### src/rtl/cache_control.sv
// cache_control
//   Control FSM for the 2-way set-associative, write-back, write-allocate L1
//   cache. It sequences the data, tag/valid/dirty and LRU array strobes from
//   datapath status. It also arbitrates CPU hits against line fills and
//   writebacks, and keeps saturating hit/miss/writeback counters.
//
// Ports
//   clk, rst                 clock, synchronous active-high reset
//   mem_read, mem_write      CPU request, held until mem_resp (both = write)
//   hit[1:0]                 per-way tag match & valid (registered arrays)
//   lru                      way to evict in the addressed set
//   victim_valid/dirty       valid/dirty bits of way lru
//   pmem_resp                physical-memory completion pulse
//   mem_resp                 CPU completion pulse
//   pmem_read, pmem_write    line requests to physical memory
//   pmem_addr_sel            0 = {cpu tag, index}, 1 = {victim tag, index}
//   way_sel                  way targeted by data/tag/dirty writes
//   data_we, data_src        data write enable; 0 = CPU data, 1 = pmem line
//   tag_load, valid_load     tag/valid load strobes for way_sel
//   dirty_load, dirty_in     dirty load strobe and value
//   lru_load, lru_in         LRU update strobe and value
//   hit_count, miss_count,
//   wb_count                 saturating performance counters
module cache_control #(
  parameter int unsigned s_offset  = 5,
  parameter int unsigned cnt_width = 32
) (
  input  logic                 clk,
  input  logic                 rst,
  input  logic                 mem_read,
  input  logic                 mem_write,
  input  logic [1:0]           hit,
  input  logic                 lru,
  input  logic                 victim_valid,
  input  logic                 victim_dirty,
  input  logic                 pmem_resp,
  output logic                 mem_resp,
  output logic                 pmem_read,
  output logic                 pmem_write,
  output logic                 pmem_addr_sel,
  output logic                 way_sel,
  output logic                 data_we,
  output logic                 data_src,
  output logic                 tag_load,
  output logic                 valid_load,
  output logic                 dirty_load,
  output logic                 dirty_in,
  output logic                 lru_load,
  output logic                 lru_in,
  output logic [cnt_width-1:0] hit_count,
  output logic [cnt_width-1:0] miss_count,
  output logic [cnt_width-1:0] wb_count
);

  // The datapath is built around 256-bit lines; any other geometry is a
  // configuration error.
  if (s_offset != 5) begin : g_bad_line
    $error("cache_control: unsupported s_offset");
  end

  typedef enum logic [2:0] {
    IDLE,
    COMPARE,
    WRITEBACK,
    FILL,
    REREAD
  } state_t;

  state_t state;

  // hit == 2'b11 cannot legally occur; way 1 wins if it does.
  logic hit_way;
  assign hit_way = hit[1];

  function automatic logic [cnt_width-1:0] sat_inc(input logic [cnt_width-1:0] v);
    return (v == '1) ? v : v + cnt_width'(1);
  endfunction

  always_ff @(posedge clk) begin
    if (rst) begin
      state      <= IDLE;
      hit_count  <= '0;
      miss_count <= '0;
      wb_count   <= '0;
    end else begin
      case (state)
        IDLE: begin
          if (mem_read | mem_write) state <= COMPARE;
        end
        COMPARE: begin
          if (|hit) begin
            // The compare after a refill counts as a hit too.
            hit_count <= sat_inc(hit_count);
            state     <= IDLE;
          end else begin
            miss_count <= sat_inc(miss_count);
            state      <= (victim_valid & victim_dirty) ? WRITEBACK : FILL;
          end
        end
        WRITEBACK: begin
          if (pmem_resp) begin
            wb_count <= sat_inc(wb_count);
            state    <= FILL;
          end
        end
        FILL: begin
          if (pmem_resp) state <= REREAD;
        end
        REREAD: begin
          state <= COMPARE;
        end
        default: state <= IDLE;
      endcase
    end
  end

  always_comb begin
    mem_resp      = 1'b0;
    pmem_read     = 1'b0;
    pmem_write    = 1'b0;
    pmem_addr_sel = 1'b0;
    way_sel       = 1'b0;
    data_we       = 1'b0;
    data_src      = 1'b0;
    tag_load      = 1'b0;
    valid_load    = 1'b0;
    dirty_load    = 1'b0;
    dirty_in      = 1'b0;
    lru_load      = 1'b0;
    lru_in        = 1'b0;
    case (state)
      COMPARE: begin
        if (|hit) begin
          mem_resp = 1'b1;
          lru_load = 1'b1;
          lru_in   = ~hit_way;
          if (mem_write) begin
            way_sel    = hit_way;
            data_we    = 1'b1;
            dirty_load = 1'b1;
            dirty_in   = 1'b1;
          end
        end else begin
          way_sel = lru;
        end
      end
      WRITEBACK: begin
        pmem_write    = 1'b1;
        pmem_addr_sel = 1'b1;
        way_sel       = lru;
      end
      FILL: begin
        pmem_read = 1'b1;
        way_sel   = lru;
        if (pmem_resp) begin
          data_we    = 1'b1;
          data_src   = 1'b1;
          tag_load   = 1'b1;
          valid_load = 1'b1;
          dirty_load = 1'b1;
        end
      end
      default: ;
    endcase
  end

endmodule

### config.mk
export PLATFORM = sky130hd
export DESIGN_NAME = cache_control
export DESIGN_NICKNAME = d
export VERILOG_FILES = /design/src/rtl/cache_control.sv
export SDC_FILE = /design/constraint.sdc
export NUM_CORES = 1
export LEC_CHECK = 0
export ABC_AREA = 1
export BUFFER_PORTS_ARGS = -buffer_cell sky130_fd_sc_hd__buf_4
export CAP_MARGIN = 20
export CORE_MARGIN = 2
export CORE_UTILIZATION = 48
export DETAILED_ROUTE_END_ITERATION = 8
export GPL_TIMING_DRIVEN = 0
export PLACE_DENSITY = 0.71
export SLEW_MARGIN = 25
export SYNTH_ARGS = -nofsm -noshare
export SYNTH_HDL_FRONTEND = slang
export SYNTH_SLANG_ARGS = --single-unit
export TNS_END_PERCENT = 1
### constraint.sdc
create_clock -name clk -period 2.9 [get_ports clk]
set_input_delay 0.145 -clock clk [delete_from_list [all_inputs] [get_ports clk]]
set_output_delay 0.145 -clock clk [all_outputs]
set_load 0.02 [all_outputs]
# Word-level counts from Yosys, hierarchy flattened

Index checks and enable logic that the tools add are counted.

Bits in writable memories: 0
Latch bits: 0
Bits of input ports: 10
Memory bits (read-only): 0
Register bits: 99
Memories: 0

Multiply operators: 0
Reduce and logical (&&, ||, !) cells: 7
$lt $le $gt $ge: 0
Bitwise operators: 7
Shift operators: 0
Multiplexer cells: 21
Eq/ne operators: 10
$add $sub $neg: 3
Div/mod/pow operators: 0

Operators with widths:

| operator              | count |
|---|---|
| $add 32x1->32 const B | 3 |
| $eq 32x32->1 const B  | 3 |
| $pmux 3 s5            | 1 |
| $mux 1                | 14 |
| $reduce_and 3->1      | 4 |
| $mux 3                | 3 |
| $eq 3x2->1 const B    | 2 |
| $ne 2x2->1 const B    | 3 |
| $not 1->1             | 5 |
| $pmux 1 s2            | 2 |
| $reduce_or 2->1       | 2 |
| $eq 3x1->1 const B    | 1 |
| $eq 3x3->1 const B    | 1 |
| $logic_not 3->1       | 1 |
| $mux 2                | 1 |
| $and 1x1->1           | 1 |
| $or 1x1->1            | 1 |

# Logic depth before layout (Yosys ltp)

Gate-level depths: netlist of run 1.

Depth after elaboration: 4
Mapped depth: 12
Mapped depth without buffers: 12

# Least setup slack after synthesis of run 1

OpenSTA, ideal clock, no wires.

Path kind: register -> register
From: reg hit_count[0]
To: reg hit_count[30]
Library setup time: 0.134 ns
Arrival time: 1.743 ns
Setup slack: 1.023 ns
Data required time: 2.766 ns
Path buffers: 1
Cell stages (with the launch flop): 12
Cells stage by stage: dfxtp_1 ha_1 nand2_2 nor2_4 nand2_2 nor2_4 nand2_4 nand2_4 inv_4 buf_4 nand2_1 a21oi_1

Cells in the longest elaborated chain, start to end: 3
Elaborated cells on any way between the ends: 4

RTL lines:

| what                                                  | RTL line | source |
|---|---|---|
| from (decl)                                           | 50       | `output logic [cnt_width-1:0] hit_count,` |
| from (signal assigned)                                | 93       | `hit_count <= sat_inc(hit_count);` |
| branches (longest 3 deep; another with $add 32x1->32) | -        |  |

Several ways; the timed one is not identified.
A chain may end at the register's enable or synchronous reset.

# Worst setup path after layout of run 1

From: reg state[1]
To: out way_sel

Cells in the longest elaborated chain, start to end: 3
Elaborated cells on any way between the ends: 5

RTL lines:

| what                             | RTL line | source |
|---|---|---|
| from (decl)                      | 69       | `state_t state;` |
| from (signal assigned)           | 97       | `state <= (victim_valid & victim_dirty) ? WRITEBACK : FILL;` |
| $eq 3x2->1                       | 131      | `case (state)` |
| $reduce_or 2->1 (no source line) | -        |  |
| $pmux 1 s2 *                     | 131      |  |
| to (decl)                        | 41       | `output logic way_sel,` |

Every way passes the cells marked *; elsewhere a longest branch is shown, timed or not.

==> results.sh, run 1 <==
export IMPL_gp_congestion=0.987
export IMPL_design_portCount=119
export IMPL_slew_of_the_pin_with_the_lowest_slew_margin_ps=574
export IMPL_synth_mux_area_fraction_pct=0
export IMPL_ant_nets=0
export IMPL_design_core_area_um2=12700
export IMPL_initial_utilization_pct=49.4
export IMPL_cp_max_fo=10
export IMPL_final_setup_viol_count=0
export IMPL_diodes=0
export IMPL_clock_fmax_ghz=0.451
export IMPL_grt_use_total_pct=26.1
export IMPL_synthesis_yosys_warnings=0
export IMPL_layout_drive_gt1_share_pct=15.9
export IMPL_dr_pass1_iters=5
export IMPL_placementRows=41
export IMPL_route_detailed_vias_per_inst=5.02
export IMPL_clock_insertion_delay_worst_skew_ps=350
export IMPL_first_global_vias=5938
export IMPL_tritoncts_clock_tree="done"
export IMPL_cts_setup_buffers=0
export IMPL_final_cell_mix="sky130_fd_sc_hd__nand2_1 (366), sky130_fd_sc_hd__nor2_1 (212), sky130_fd_sc_hd__buf_4 (126)"
export IMPL_outcome="completed"
export IMPL_ctsResizeCount=0
export IMPL_drv_cap=0
export IMPL_type_of_the_worst_setup_path="reg2out"
export IMPL_grt_antenna_before_repair=0
export IMPL_dpl_hpwl_um=13900
export IMPL_post_route_drc_count=0
export IMPL_synth_top_cell_by_area="sky130_fd_sc_hd__dfxtp_1"
export IMPL_die_w_um=118
export IMPL_required_worst_endpoint_ps=2760
export IMPL_cts_inserted_buffers=9
export IMPL_clk_root_buffer_cell="sky130_fd_sc_hd__clkbuf_16"
export IMPL_worstSetupStartpointType="register"
export IMPL_initialDrtViolationCount=524
export IMPL_synth_yosys_seq_area_share_pct=31.5
export IMPL_layout_cells_most_common="sky130_fd_sc_hd__nand2_1"
export IMPL_finalNetCount=1191
export IMPL_place_detailed_instances=1339
export IMPL_tns_ps=0
export IMPL_final_max_slew_violation_count=0
export IMPL_htree_levels=3
export IMPL_route_vias_total=6797
export IMPL_buffer_levels_on_the_longest_clock_path=2
export IMPL_period_needed_ps=2220
export IMPL_slew_limit_headroom_pct=61.8
export IMPL_synth_compound_area_share_pct=8.44
export IMPL_clock_skew_ps=9.99
export IMPL_design_die_area_um2=14000
export IMPL_grt_overflow=0
export IMPL_number_of_fillers_in_the_final_layout=1336
export IMPL_post_synth_xor_area_fraction_pct=4.04
export IMPL_synth_cell_area_um2=6280
export IMPL_maximum_vdd_ir_drop_uv=212
export IMPL_synth_simple_gate_area_share_pct=46.6
export IMPL_cts_sinks=99
export IMPL_cellLeakagePower_nw=2.99
export IMPL_timing_reg2reg_setup_slack_ps=800
export IMPL_die_height_um=118
export IMPL_syn_nets=1062
export IMPL_routed_wire_length_per_instance_um=13.3
export IMPL_worst_setup_hold_path_clk_slew_ps=70
export IMPL_final_period_utilization_pct=76.4
export IMPL_synth_top_family_by_area="simple AND/OR/NAND/NOR gates"
export IMPL_grt_max_degree=16
export IMPL_critical_path_capture_point_type="primary output"
export IMPL_io_buffers=118
export IMPL_power_density_nw_per_um2=376
export IMPL_postRouteWirelength_um=18100
export IMPL_synth_avg_cell_area_um2=5.99
export IMPL_post_synth_fa_ha_maj_area_fraction_pct=0.597
export IMPL_instances_no_fill=1355
export IMPL_rsz_0062_raised_after_global_routing="false"
export IMPL_hold_viol=0
export IMPL_synth_area_top_cells="sky130_fd_sc_hd__dfxtp_1 (32%), sky130_fd_sc_hd__nand2_1 (22%), sky130_fd_sc_hd__nor2_1 (13%), sky130_fd_sc_hd__a21oi_1 (5.3%), sky130_fd_sc_hd__inv_1 (5.0%)"
export IMPL_holdBufCountCts=0
export IMPL_postSynthRegisterBits=99
export IMPL_wire_length_of_the_first_global_routing_pass_um=29800
export IMPL_yosys_cell_types_count=31
export IMPL_syn_instance_count=1049
export IMPL_timing_critical_path_arrival_ps=2070
export IMPL_area_growth_syn_to_layout_pct=22.3
export IMPL_hold_path_class="in2reg"
export IMPL_synthDominantCellAreaShare_pct=31.5
flip-flops by register name, indices dropped and copies added (netlist names):
signal / count
wb_count: 32
hit_count: 32
miss_count: 32
state: 3
cell families after synthesis:
family	count (synthesis)
AO/OA/AOI/OAI	97
XOR/XNOR	29
adder cells (fa/ha/maj)	3
buffers and inverters	121
flip-flops	99
AND/OR/NAND/NOR	700
area by class of cell:
class                   count  area [um^2]  share of cell area [%]
clock buffers              13          280                    3.65
inverters                  89          339                    4.41
multi-input cells         829         3750                    48.8
flip-flops and latches     99         1980                    25.8
clock inverters             3         20.0                   0.261
repair buffers            118          886                    11.5
plain buffers              32          211                    2.75
well taps                 172          215                    2.80
critical path, cell delays in order, from the launching register on:
cell	delay (ps)
sky130_fd_sc_hd__dfxtp_1	330
sky130_fd_sc_hd__inv_1	100
sky130_fd_sc_hd__nand3_1	140
sky130_fd_sc_hd__nor2_2	380
sky130_fd_sc_hd__buf_2	300
sky130_fd_sc_hd__o21ai_0	90
sky130_fd_sc_hd__o21ai_0	160
sky130_fd_sc_hd__buf_4	220
power by group:
part	switching (mW)	internal (mW)
Combinational	0.197	0.0996
Sequential	0.0144	1.37
Clock	0.529	0.675
cells in the mapped netlist, drive strengths merged:
library cell,number
nand2,374
nor2,225
dfxtp,99
inv,88
a21oi,72
nand3,55
buf,22
nand4,19
nand3b,16
xor2,16
o21ai,14
xnor2,13
clkbuf,10
o21bai,10
nor3,8
ha,3
or2,2
and2,1
clkinv,1
o22ai,1
per-stage QoR:
stage               hold slack (ps)  instance area (um^2)  setup WS [ps]  power, mW  util [%]
finish                          152                  7680            683       2.89      60.4
floorplan                       342                  6280           1020       1.60         -
global placement                507                  7380            832       1.71      58.0
CTS                             141                  7680            687       2.91      60.4
detailed placement              512                  7380            822       1.71      58.0
global route                    182                  7680            520       3.00      60.4
final timing paths:
kind / startpoint / endpoint / depth (start not counted)
max: state[1] / way_sel / 7
min: pmem_resp / state[0] / 4
max reg2reg: hit_count[0] / hit_count[16] / 11
min reg2reg: miss_count[12] / miss_count[12] / 2
layer usage:
| metal | GRT usage [%] | routed length [um] | up-vias | share of wire [%] |
|---|---|---|---|---|
| li1 | - | - | 3546 | - |
| met1 | 37.1 | 8590 | 2994 | 48 |
| met2 | 40.8 | 8010 | 235 | 44 |
| met3 | 3.43 | 1140 | 22 | 6.3 |
| met4 | 8.71 | 315 | 0 | 1.7 |
| met5 | 0 | 0 | - | 0 |
Power figures use the tool's default switching activity.
==> run 2: changes to the inputs <==
==> constraint.sdc (replaced) <==
create_clock -name clk -period 2.05 [get_ports clk]
set_input_delay 0.1025 -clock clk [delete_from_list [all_inputs] [get_ports clk]]
set_output_delay 0.1025 -clock clk [all_outputs]
set_load 0.02 [all_outputs]
==> run 2 against run 1 <==
Power grew 42%. Worst setup slack worse by 580 ps. Sequential share of layout area is 0.12 points lower. Largest cell class unchanged.
==> results.sh, run 2 (synthesis gave the netlist of run 1 again) <==
export IMPL_routed_wire_length_per_instance_um=13.4
export IMPL_hold_path_class="in2reg"
export IMPL_final_cell_mix="sky130_fd_sc_hd__nand2_1 (366), sky130_fd_sc_hd__nor2_1 (212), sky130_fd_sc_hd__buf_4 (128)"
export IMPL_ant_nets=0
export IMPL_clock_skew_ps=9.38
export IMPL_worst_slack_ps=99.9
export IMPL_largestRegisters="hit_count x32, miss_count x32, wb_count x32"
export IMPL_clock_insertion_delay_worst_skew_ps=350
export IMPL_hold_viol=0
export IMPL_outcome="completed"
export IMPL_type_of_the_worst_setup_path="reg2reg"
export IMPL_regToRegEndpoint="wb_count[3]"
export IMPL_power_frac_clock_pct=41.6
export IMPL_wire_length_of_the_first_global_routing_pass_um=29800
export IMPL_maximum_vdd_ir_drop_uv=300
export IMPL_cts_inserted_buffers=9
export IMPL_htree_levels=3
export IMPL_grt_overflow=0
export IMPL_worst_r2r_startpoint="wb_count[0]"
export IMPL_slew_limit_headroom_pct=60.8
export IMPL_period_needed_ps=1950
export IMPL_tritoncts_clock_tree="done"
export IMPL_place_detailed_instances=1339
export IMPL_clk_root_buffer_cell="sky130_fd_sc_hd__clkbuf_16"
export IMPL_crit_end="wb_count[3]"
export IMPL_post_route_drc_count=0
export IMPL_postRouteWirelength_um=18200
export IMPL_io_buffers=118
export IMPL_finalNetCount=1193
export IMPL_cellLeakagePower_nw=3.00
export IMPL_power_share_combinational_pct=10.5
export IMPL_cts_sinks=99
export IMPL_post_route_total_power_mw=4.09
export IMPL_timing_critical_path_arrival_ps=2230
export IMPL_dpl_worst_slack_ps=-28.5
export IMPL_instances_no_fill=1357
export IMPL_holdBufCountCts=0
export IMPL_initial_utilization_pct=49.4
export IMPL_final_max_slew_violation_count=0
export IMPL_critical_path_capture_point_type="register"
export IMPL_dpl_hpwl_um=13900
export IMPL_clock_fmax_ghz=0.513
export IMPL_power_density_nw_per_um2=529
export IMPL_diodes=0
export IMPL_design_die_area_um2=14000
export IMPL_layout_drive_gt1_share_pct=16.5
export IMPL_required_worst_endpoint_ps=2330
export IMPL_placementRows=41
export IMPL_grt_max_degree=16
export IMPL_hold_start="pmem_resp"
export IMPL_rsz_0062_raised_after_global_routing="true"
export IMPL_worst_setup_hold_path_clk_slew_ps=70
export IMPL_timing_reg2reg_setup_slack_ps=100
export IMPL_intPower_mw=3.04
export IMPL_number_of_fillers_in_the_final_layout=1325
export IMPL_route_detailed_vias_per_inst=5.00
export IMPL_final_setup_viol_count=0
export IMPL_drv_cap=0
export IMPL_cp_max_fo=10
export IMPL_multi_input_area_um2=3780
export IMPL_tns_ps=0
export IMPL_design_core_area_um2=12700
export IMPL_final_seq_area_um2=1990
export IMPL_initialDrtViolationCount=628
export IMPL_sw_frac_of_total_pct=25.7
export IMPL_cell_depth_of_the_worst_flop_to_flop_path=9
export IMPL_final_period_utilization_pct=95.1
export IMPL_crit_start="wb_count[0]"
export IMPL_area_growth_syn_to_layout_pct=23.2
export IMPL_die_height_um=118
export IMPL_buffer_levels_on_the_longest_clock_path=2
export IMPL_die_w_um=118
export IMPL_dr_pass1_iters=5
export IMPL_grt_antenna_before_repair=0
export IMPL_route_vias_total=6790
export IMPL_grt_use_total_pct=26.2
export IMPL_design_portCount=119
export IMPL_slew_of_the_pin_with_the_lowest_slew_margin_ps=588
export IMPL_seqPwrFrac_pct=48.0
export IMPL_gp_congestion=0.987
export IMPL_switching_power_mw=1.05
export IMPL_worstSetupStartpointType="register"
export IMPL_first_global_vias=5946
export IMPL_layout_cells_most_common="sky130_fd_sc_hd__nand2_1"
-- run 2: per-stage QoR --
stage	instance area (um^2)	hold slack, ps	util [%]
final	7740	115	60.8
after global routing	7740	146	60.8
after CTS	7690	98.6	60.5
after detailed placement	7380	469	58.0
after global placement	7380	467	58.0
after floorplan	6280	300	-
-- run 2: what timing repair did --
item                                    4_1_cts  5_1_grt
buffers inserted                              0        2
pin swaps                                     0        2
gates resized for setup                       3        6
endpoints found under the setup margin       11       66
-- run 2: worst min path at each step --
stage	depth (start not counted)	to	slack, ps
after CTS	4	state[0]	100
final	4	state[0]	110
after global placement	4	state[0]	470
after global routing	4	state[0]	150
after detailed placement	4	state[0]	470
after floorplan	3	state[0]	300
-- run 2: cell type report --
cell class / count / area share (%)
buffer: 32 / 2.73
clock inverter: 3 / 0.259
tap: 172 / 2.78
inverter: 89 / 4.38
clock buffer: 13 / 3.62
timing repair buffer: 120 / 11.6
sequential: 99 / 25.7
multi-input combinational: 829 / 48.9
-- run 2: power groups by stage --
stage | registers [mW] | clock network [mW] | logic, mW
detailed placement | 2.00 | 0 | 0.419
CTS | 1.96 | 1.74 | 0.423
finish | 1.96 | 1.70 | 0.428
floorplan | 2.01 | 0 | 0.260
global placement | 2.00 | 0 | 0.419
global route | 1.96 | 1.82 | 0.470
-- run 2: routing by layer --
| metal | share of wire (%) | vias up | wire length [um] | global-route usage [%] |
|---|---|---|---|---|
| met4 | 1.7 | 0 | 310 | 8.85 |
| met5 | 0 | - | 0 | 0 |
| li1 | - | 3550 | - | - |
| met3 | 5.8 | 21 | 1050 | 3.43 |
| met1 | 48 | 2997 | 8740 | 37.1 |
| met2 | 44 | 222 | 8060 | 40.8 |
-- run 2: worst max-delay path: stages, from the launching register on --
cell and delay [ps]:
sky130_fd_sc_hd__dfxtp_1 350, sky130_fd_sc_hd__ha_1 210, sky130_fd_sc_hd__nand2_1 120, sky130_fd_sc_hd__nor2_2 70, sky130_fd_sc_hd__nand2_1 120, sky130_fd_sc_hd__nor2_2 80, sky130_fd_sc_hd__a21oi_2 220, sky130_fd_sc_hd__clkbuf_1 450
sky130_fd_sc_hd__nand2_1 110, sky130_fd_sc_hd__a21oi_1 150
